## src/rtl/utx_cfg.sv

```systemverilog
// UART transmitter with run-time divisor and frame format (5-8 data bits, parity, 1/2 stop bits).
// A small input FIFO feeds the shifter so queued bytes go out back-to-back with no idle gap.
module utx_cfg #(
    parameter int DIV_WIDTH  = 16,
    parameter int FIFO_DEPTH = 4
) (
    input  logic                          clk,
    input  logic                          rstn,
    input  logic [DIV_WIDTH-1:0]          baud_div,
    input  logic [1:0]                    cfg_bits,
    input  logic [1:0]                    cfg_parity,
    input  logic                          cfg_stop2,
    input  logic                          in_valid,
    input  logic [7:0]                    in_data,
    output logic                          in_ready,
    output logic                          serialout,
    output logic                          busy,
    output logic                          done,
    output logic [$clog2(FIFO_DEPTH):0]   fifo_level
);
    localparam int AW = $clog2(FIFO_DEPTH);
    localparam int LW = AW + 1;

    typedef enum logic [2:0] {
        S_IDLE   = 3'd0,
        S_START  = 3'd1,
        S_DATA   = 3'd2,
        S_PARITY = 3'd3,
        S_STOP   = 3'd4
    } state_t;

    state_t               state_reg;
    logic [DIV_WIDTH-1:0] cnt_reg;
    logic [DIV_WIDTH-1:0] div_reg;
    logic [DIV_WIDTH-1:0] div_eff;
    logic [1:0]           bits_reg;
    logic [1:0]           parity_reg;
    logic                 stop2_reg;
    logic [7:0]           shift_reg;
    logic [2:0]           idx_reg;
    logic                 acc_reg;
    logic                 stop_cnt_reg;
    logic                 tx_reg;
    logic                 done_reg;

    logic [7:0]           mem [FIFO_DEPTH];
    logic [AW-1:0]        wr_ptr_reg;
    logic [AW-1:0]        rd_ptr_reg;
    logic [LW-1:0]        level_reg;

    logic tick;
    logic last_bit;
    logic last_stop;
    logic frame_end;
    logic par_en;
    logic acc_next;
    logic fifo_empty;
    logic push;
    logic pop;

    // A divisor of 0 would give a one-clock bit; it is promoted to 1.
    assign div_eff    = (baud_div == '0) ? DIV_WIDTH'(1) : baud_div;

    assign tick       = (cnt_reg == div_reg);
    assign last_bit   = (idx_reg == ({1'b0, bits_reg} + 3'd4));
    assign last_stop  = !stop2_reg || stop_cnt_reg;
    assign frame_end  = (state_reg == S_STOP) && tick && last_stop;
    assign par_en     = (parity_reg == 2'b01) || (parity_reg == 2'b10);
    assign acc_next   = acc_reg ^ shift_reg[0];

    assign fifo_empty = (level_reg == '0);
    assign in_ready   = (level_reg != LW'(FIFO_DEPTH));
    assign push       = in_valid && in_ready;
    // A new frame starts from IDLE or straight out of the last stop bit.
    assign pop        = !fifo_empty && ((state_reg == S_IDLE) || frame_end);

    assign serialout  = tx_reg;
    assign done       = done_reg;
    assign busy       = (state_reg != S_IDLE) || !fifo_empty;
    assign fifo_level = level_reg;

    always_ff @(posedge clk) begin
        if (push) begin
            mem[wr_ptr_reg] <= in_data;
        end
    end

    always_ff @(posedge clk or negedge rstn) begin
        if (!rstn) begin
            wr_ptr_reg <= '0;
            rd_ptr_reg <= '0;
            level_reg  <= '0;
        end else begin
            if (push) begin
                wr_ptr_reg <= wr_ptr_reg + AW'(1);
            end
            if (pop) begin
                rd_ptr_reg <= rd_ptr_reg + AW'(1);
            end
            case ({push, pop})
                2'b10:   level_reg <= level_reg + LW'(1);
                2'b01:   level_reg <= level_reg - LW'(1);
                default: level_reg <= level_reg;
            endcase
        end
    end

    always_ff @(posedge clk or negedge rstn) begin
        if (!rstn) begin
            state_reg    <= S_IDLE;
            cnt_reg      <= '0;
            div_reg      <= '0;
            bits_reg     <= '0;
            parity_reg   <= '0;
            stop2_reg    <= 1'b0;
            shift_reg    <= '0;
            idx_reg      <= '0;
            acc_reg      <= 1'b0;
            stop_cnt_reg <= 1'b0;
            tx_reg       <= 1'b1;
            done_reg     <= 1'b0;
        end else begin
            done_reg <= 1'b0;
            if (state_reg != S_IDLE) begin
                cnt_reg <= tick ? '0 : cnt_reg + DIV_WIDTH'(1);
            end

            case (state_reg)
                S_IDLE: begin
                    tx_reg <= 1'b1;
                end
                S_START: begin
                    if (tick) begin
                        state_reg <= S_DATA;
                        tx_reg    <= shift_reg[0];
                    end
                end
                S_DATA: begin
                    if (tick) begin
                        acc_reg   <= acc_next;
                        shift_reg <= shift_reg >> 1;
                        idx_reg   <= idx_reg + 3'd1;
                        if (last_bit) begin
                            if (par_en) begin
                                state_reg <= S_PARITY;
                                tx_reg    <= (parity_reg == 2'b10) ? ~acc_next : acc_next;
                            end else begin
                                state_reg <= S_STOP;
                                tx_reg    <= 1'b1;
                            end
                        end else begin
                            tx_reg <= shift_reg[1];
                        end
                    end
                end
                S_PARITY: begin
                    if (tick) begin
                        state_reg <= S_STOP;
                        tx_reg    <= 1'b1;
                    end
                end
                S_STOP: begin
                    if (tick) begin
                        if (!last_stop) begin
                            stop_cnt_reg <= 1'b1;
                        end else begin
                            done_reg  <= 1'b1;
                            state_reg <= S_IDLE;
                        end
                    end
                end
                default: begin
                    state_reg <= S_IDLE;
                    tx_reg    <= 1'b1;
                end
            endcase

            // Frame load overrides whatever the case above decided for this edge.
            if (pop) begin
                state_reg    <= S_START;
                tx_reg       <= 1'b0;
                shift_reg    <= mem[rd_ptr_reg];
                cnt_reg      <= '0;
                div_reg      <= div_eff;
                bits_reg     <= cfg_bits;
                parity_reg   <= cfg_parity;
                stop2_reg    <= cfg_stop2;
                idx_reg      <= '0;
                acc_reg      <= 1'b0;
                stop_cnt_reg <= 1'b0;
            end
        end
    end

endmodule

```

## config.mk

```make
export PLATFORM = sky130hd
export DESIGN_NAME = utx_cfg
export DESIGN_NICKNAME = d
export VERILOG_FILES = /design/src/rtl/utx_cfg.sv
export SDC_FILE = /design/constraint.sdc
export NUM_CORES = 1
export LEC_CHECK = 0
export CAP_MARGIN = 20
export CORE_MARGIN = 4
export CORE_UTILIZATION = 52
export DETAILED_ROUTE_END_ITERATION = 10
export GPL_TIMING_DRIVEN = 0
export PLACE_DENSITY = 0.73
export SYNTH_ARGS = -nofsm -noshare
export SYNTH_HDL_FRONTEND = slang
export SYNTH_SLANG_ARGS = --single-unit
```

## constraint.sdc

```tcl
create_clock -name clk -period 5.6 [get_ports clk]
set_clock_uncertainty 0.15 [all_clocks]
set_input_delay 0.84 -clock clk [delete_from_list [all_inputs] [get_ports clk]]
set_output_delay 0.84 -clock clk [all_outputs]
set_load 0.01 [all_outputs]
```

==> metrics.md, run 1 <==
| Metric | Value |
|---|---|
| Detailed placement HPWL | `5890 um` |
| Post-Syn Instances | `338` |
| Share of cells above drive strength 1 | `13.5%` |
| WL final | `8330 um` |
| Root Buffer | `clkbuf_8` |
| Most area-consuming cells after synthesis | `dfrtp_1 35%, edfxtp_1 22%, xor2_1 5.8%` |
| MaxCap Viol Count | `0` |
| Post-synthesis mux area share | `11.7%` |
| Initial core utilization | `53.3%` |
| Rel. slew slack | `47.4%` |
| Grt ovf | `0` |
| Top-Level Pins | `39` |
| Setup TNS | `0 ps` |
| Yosys reg bits | `94` |
| Clk sink count | `94` |
| Critical path class | `reg -> reg` |
| Post-synth EDFFs | `32` |
| CP arrival | `3500 ps` |
| CTS tree | `built` |
| Gr usage total | `17.9%` |
| Final setup margin | `2190 ps` |
| Top Usage Layer GRT | `met2` |
| Crit end category | `flip-flop` |
| Syn. warnings | `0` |
| CP Launch Type | `flip-flop` |
| Core Util, Final | `61.8%` |
| Maximum fanout along the worst path | `10` |
| Ant. Diodes | `0` |
| Unrepaired setup endpoints after global routing | `false` |
| Max reg flops | `32` |
| CTS Buf Count | `9` |
| Met2 Usage GRT | `30.2%` |
| Antenna violations before repair | `0` |
| Chip width | `99.8 um` |
| Tightest Pin Transition | `789 ps` |
| Worst skew pair latency | `360 ps` |
| Cell variety after synth | `47` |
| Area grow syn2layout | `15.9%` |
| DR pass1 iterations | `4` |
| Hold Path Origin | `stop_cnt_reg$_DFFE_PN0P_` |
| P_leak | `2.11 nW` |
| Max Clock Freq | `0.293 GHz` |
| Total die area | `9950 sq um` |
| XOR/XNOR Fraction of Synth Area | `8.40%` |
| Filler cells | `660` |
| R2R Setup Slk | `2190 ps` |
| Bufs on Longest Clock Path | `2` |
| Async SR Flop Fraction | `66.0%` |
| Area occupied by multi-input gates | `1740 sq um` |
| Depth of the CTS H-tree | `3` |
| Top cell type's share of synthesized area | `34.9%` |
| Worst-path clk slew | `110 ps` |
| Synth Area in Adders | `2.74%` |
| Largest net degree at the start of global routing | `63` |
| Wire length per cell | `16.8 um` |
| Placer Congestion | `0.832` |
| Hold crit path type | `reg -> reg` |
| Power per cell area | `440 nW/um^2` |
| Largest family of logic cells by synthesized area | `multiplexers` |
| Final Net Count | `428` |
| DP Worst Slack | `2190 ps` |
| Beginning of the critical path | `cnt_reg[7]$_DFFE_PN0P_` |
| Post-CTS Setup Bufs | `0` |
| VDD IR max | `0.272 mV` |
| Core ar. | `8220 sq um` |
| Cts repair resizes | `0` |
| Slew Limit Fails | `0` |
| Post-DR vias/cell | `5.61` |
| Met1 Resource Use GR | `23.7%` |
| Ys flop type | `dfrtp_1` |
| Critical Path RT | `5690 ps` |
| Status | `completed` |
| Critical R2R Launch | `cnt_reg[7]$_DFFE_PN0P_` |
| DR DRC count | `0` |
| Final setup violation count | `0` |
| Sequential cell area fraction in the yosys report | `57.4%` |
| Count of final hold-check violations | `0` |
| Antenna-violating nets left | `0` |
| Syn_nets | `379` |
| Vias in the first global route | `2890` |
| Std cell rows | `33` |
| Synth Area in Compound Gates | `5.80%` |
| Simple-Gate Fraction of Synth Area | `11.2%` |
| Synth area leader | `dfrtp_1` |
| Grt met3 use | `2.99%` |
| # hold bufs at CTS | `0` |
| DRT iter0 DRCs | `116` |
| Register area | `2510 sq um` |
| DR vias | `2789` |
| Post-Synthesis Cell Area | `4380 sq um` |
| Tmin final | `3410 ps` |
| Mean Syn Cell Area | `13.0 sq um` |
| IO buf count | `38` |
| First-pass GRT wire length | `14000 um` |
| Die Height | `99.8 um` |
| Tcrit/Tclk final | `60.9%` |
Yosys cell counts (4+ instances only):
| cell type | n |
|---|---|
| dfrtp_1 | 61 |
| nand3_1 | 13 |
| inv_1 | 8 |
| mux2_4 | 12 |
| edfxtp_1 | 32 |
| xnor2_1 | 13 |
| nor3_1 | 7 |
| xor2_1 | 29 |
| nand2_1 | 15 |
| or3_1 | 4 |
| nor2_1 | 30 |
| o21ai_0 | 12 |
| ha_1 | 8 |
| a21oi_1 | 8 |
| and3_1 | 11 |
| mux2i_1 | 6 |
| nor4_1 | 7 |
| mux4_2 | 8 |
| nand4_1 | 5 |
| clkbuf_1 | 5 |
| mux2_2 | 8 |
placed cells by master, fill, tap and decap left out, types with 2 or more instances in the layout:
cell and instances:
a22oi_1 2, mux2_4 12, mux4_2 8, inv_1 8, clkdlybuf4s50_1 37, nand3_1 13
and4_1 2, buf_2 2, mux2i_1 6, clkbuf_1 5, buf_6 3, o21ai_0 12
and2_1 2, a221o_1 3, inv_8 4, nor2_1 30, nand4_1 5, mux2_2 8
edfxtp_1 32, dfrtp_1 61, nand2_1 15, buf_1 2, xor2_1 29, clkbuf_8 9
xnor2_1 13, a21oi_1 8, a32o_1 2, nor4_1 7, ha_1 8, and3_1 11
or3_1 4, nor3_1 7
cells by family after synthesis:
group                      count (synthesis)
and+or+nand+nor                           99
DFF                                       94
xor gates and xnor gates                  42
AOI/OAI and AO/OA                         38
muxes                                     34
buffers and inverters                     22
adders and majority gates                  9
final timing paths:
kind | to | cells after the start
max in group asynchronous | cnt_reg[1]$_DFFE_PN0P_ | 1
max reg2reg | fifo_level[1]$_DFFE_PN0P_ | 11
min in group asynchronous | div_reg[7]$_DFFE_PN0P_ | 1
min | stop_cnt_reg$_DFFE_PN0P_ | 2
max | fifo_level[1]$_DFFE_PN0P_ | 11
min reg2reg | stop_cnt_reg$_DFFE_PN0P_ | 2
area by class of cell:
cell class,count,area share [%]
sequential,94,49.5
multi-input combinational,222,34.3
timing repair buffer,38,7.44
tap,105,2.59
clock buffer,9,2.44
buffer,14,1.82
clock inverter,7,1.28
inverter,8,0.591
metal layers:
layer	part of all wire (%)	wire, um
met3	3.8	314
met2	50	4160
met4	1.5	121
met1	45	3730
met5	0	0
critical path, stage by stage, from the launching register on:
cell and delay, ps:
dfrtp_1 450, xor2_1 170, nor4_1 450, and4_1 320
buf_6 130, a21bo_1 120, and2_4 140, buf_6 150
buf_2 260, ha_1 240, fa_1 420, mux2_2 270
metrics by stage:
stage | area [sq um] | hold slack [ps] | std cells | power, mW
after floorplan | 4380 | 304 | 338 | 1.59
after global placement | 4890 | 320 | 481 | 1.80
after detailed placement | 4890 | 327 | 481 | 1.83
after CTS | 5080 | 352 | 497 | 2.26
after global routing | 5080 | 401 | 497 | 2.38
final | 5080 | 353 | 497 | 2.23
report_power, final:
| part | internal (mW) | switching (mW) |
|---|---|---|
| clock network | 0.173 | 0.257 |
| logic | 0.396 | 0.335 |
| registers | 0.924 | 0.147 |
(Power assumes the default switching activity.)
==> inputs of run 2 (changes only) <==
- clock period: 5.6 -> 3.55 ns (I/O delays scaled with it)
==> run 2 against run 1 <==
Compared with the run above: worst setup slack worse by 1900 ps; non-clock buffer count stayed put; critical path depth stayed put; clock-buffer cell count stayed put; final cell count stayed put; largest power group unchanged.
==> metrics.md, run 2 (same netlist as run 1, synthesis figures left out) <==
| Metric | Value |
|---|---|
| Detailed placement HPWL | `5890 um (unchanged)` |
| Total die area | `9950 sq um (unchanged)` |
| CP Launch Type | `flip-flop (unchanged)` |
| Crit end category | `flip-flop (unchanged)` |
| Bufs on Longest Clock Path | `2 (unchanged)` |
| Critical R2R Launch | `cnt_reg[9]$_DFFE_PN0P_ (was cnt_reg[7]$_DFFE_PN0P_)` |
| DR DRC count | `0 (unchanged)` |
| Max reg flops | `32 (unchanged)` |
| Ant. Diodes | `0 (unchanged)` |
| MaxCap Viol Count | `0 (unchanged)` |
| Core Util, Final | `61.9% (was 61.8%)` |
| Gr usage total | `17.9% (unchanged)` |
| Status | `completed (unchanged)` |
| Tightest Pin Transition | `790 ps (was 789 ps)` |
| Unrepaired setup endpoints after global routing | `false (unchanged)` |
| Most frequent cells in the layout | `61 x dfrtp_1, 37 x clkdlybuf4s50_1, 32 x edfxtp_1 (unchanged)` |
| Area grow syn2layout | `16.1% (was 15.9%)` |
| Wire length per cell | `16.7 um (was 16.8 um)` |
| Beginning of the critical path | `cnt_reg[9]$_DFFE_PN0P_ (was cnt_reg[7]$_DFFE_PN0P_)` |
| Chip width | `99.8 um (unchanged)` |
| Post-Place Cells | `481 (unchanged)` |
| VDD IR max | `0.429 mV (was 0.272 mV)` |
| IO buf count | `38 (unchanged)` |
| Worst R2R Path Depth | `11 (unchanged)` |
| Tmin final | `3300 ps (was 3410 ps)` |
| DRT iter0 DRCs | `120 (was 116)` |
| Top-Level Pins | `39 (unchanged)` |
| Slew Limit Fails | `0 (unchanged)` |
| Share of cells above drive strength 1 | `13.8% (was 13.5%)` |
| Critical path class | `reg -> reg (unchanged)` |
| Hold crit path type | `in -> async (was reg -> reg)` |
| Placer Congestion | `0.832 (unchanged)` |
| Final setup violation count | `0 (unchanged)` |
| Post-DR vias/cell | `5.63 (was 5.61)` |
| Power per cell area | `694 nW/um^2 (was 440 nW/um^2)` |
| CTS tree | `built (unchanged)` |
| Initial core utilization | `53.3% (unchanged)` |
| DR pass1 iterations | `4 (unchanged)` |
| Grt ovf | `0 (unchanged)` |
| # hold bufs at CTS | `0 (unchanged)` |
| Depth of the CTS H-tree | `3 (unchanged)` |
| WL final | `8310 um (was 8330 um)` |
| Antenna violations before repair | `0 (unchanged)` |
| Largest net degree at the start of global routing | `63 (unchanged)` |
| CTS Buf Count | `9 (unchanged)` |
| Vias in the first global route | `2890 (unchanged)` |
| Maximum fanout along the worst path | `10 (unchanged)` |
| Clk sink count | `94 (unchanged)` |
| Die Height | `99.8 um (unchanged)` |
| Final Net Count | `428 (unchanged)` |
| Setup TNS | `0 ps (unchanged)` |
| CP arrival | `3390 ps (was 3500 ps)` |
| Count of final hold-check violations | `0 (unchanged)` |
| First-pass GRT wire length | `14000 um (unchanged)` |
| Root Buffer | `clkbuf_8 (unchanged)` |
| Core ar. | `8220 sq um (unchanged)` |
| Rel. slew slack | `47.3% (was 47.4%)` |
| DR vias | `2798 (was 2789)` |
| Critical Path RT | `3640 ps (was 5690 ps)` |
| Worst-path clk slew | `110 ps (about the same)` |
| Most common cell after layout, fill and taps aside | `dfrtp_1 (unchanged)` |
| Worst skew pair latency | `360 ps (about the same)` |
| Layout Cells excl Fill | `497 (unchanged)` |
| Tcrit/Tclk final | `93.1% (was 60.9%)` |
| Std cell rows | `33 (unchanged)` |
| Max Clock Freq | `0.303 GHz (was 0.293 GHz)` |
| P_leak | `2.11 nW (about the same)` |
| Antenna-violating nets left | `0 (unchanged)` |
run 2: changes by cell type in the layout (fill, tap and decap cells not counted):
cell    previous run  this run
nor4_2             0         1
nor4_1             7         6
run 2: area by class of cell:
type	instances	area, sq um
repair buffers	38	378
well taps	105	131
fillers	661	3130
plain buffers	14	92.6
multi-input cells	222	1750
clock inverters	7	65.1
inverters	8	30.0
flip-flops and latches	94	2510
clock buffers	9	124
run 2: critical path, stage by stage, from the launching register on:
cell     delay, ps
dfrtp_1        450
xor2_1         180
nor4_1         360
and4_1         290
buf_6          130
a21bo_1        120
and2_4         140
buf_6          150
buf_2          260
ha_1           250
fa_1           420
mux2_2         270
run 2: what timing repair did:
item / in CTS / in global routing
endpoints found under the setup margin: 0 / 1
gates resized for setup: 0 / 1
setup buffers: 0 / 0
run 2: worst paths after layout:
kind / endpoint / slack, ps
max reg2reg: fifo_level[1]$_DFFE_PN0P_ / 250
min: div_reg[7]$_DFFE_PN0P_ / 90
max: fifo_level[1]$_DFFE_PN0P_ / 250
min reg2reg: stop_cnt_reg$_DFFE_PN0P_ / 360
min in group clk: stop_cnt_reg$_DFFE_PN0P_ / 360
max in group asynchronous: cnt_reg[1]$_DFFE_PN0P_ / 2630
run 2: layer usage:
| metal | wire, um | vias to the layer above | part of all wire [%] | GRT usage (%) |
|---|---|---|---|---|
| li1 | - | 1323 | - | - |
| met1 | 3720 | 1401 | 45 | 23.7 |
| met2 | 4150 | 61 | 50 | 30.2 |
| met3 | 296 | 13 | 3.6 | 2.99 |
| met4 | 134 | 0 | 1.6 | 6.09 |
| met5 | 0 | - | 0 | 0 |
run 2: metrics by stage:
step           hold slack (ps)  area, sq um  setup slack (ps)  power, mW
2_1_floorplan             86.9         4380               664       2.51
3_3_place_gp               320         4890              -260       2.83
3_5_place_dp               327         4890               144       2.88
4_1_cts                    110         5080               105       3.56
5_1_grt                    151         5080              50.4       3.75
6_report                  92.8         5080               245       3.53
run 2: power by group:
part	switching, mW	internal, mW	total (mW)
clock network	0.405	0.273	0.679
logic	0.533	0.626	1.16
registers	0.231	1.46	1.69
total	1.17	2.36	3.53
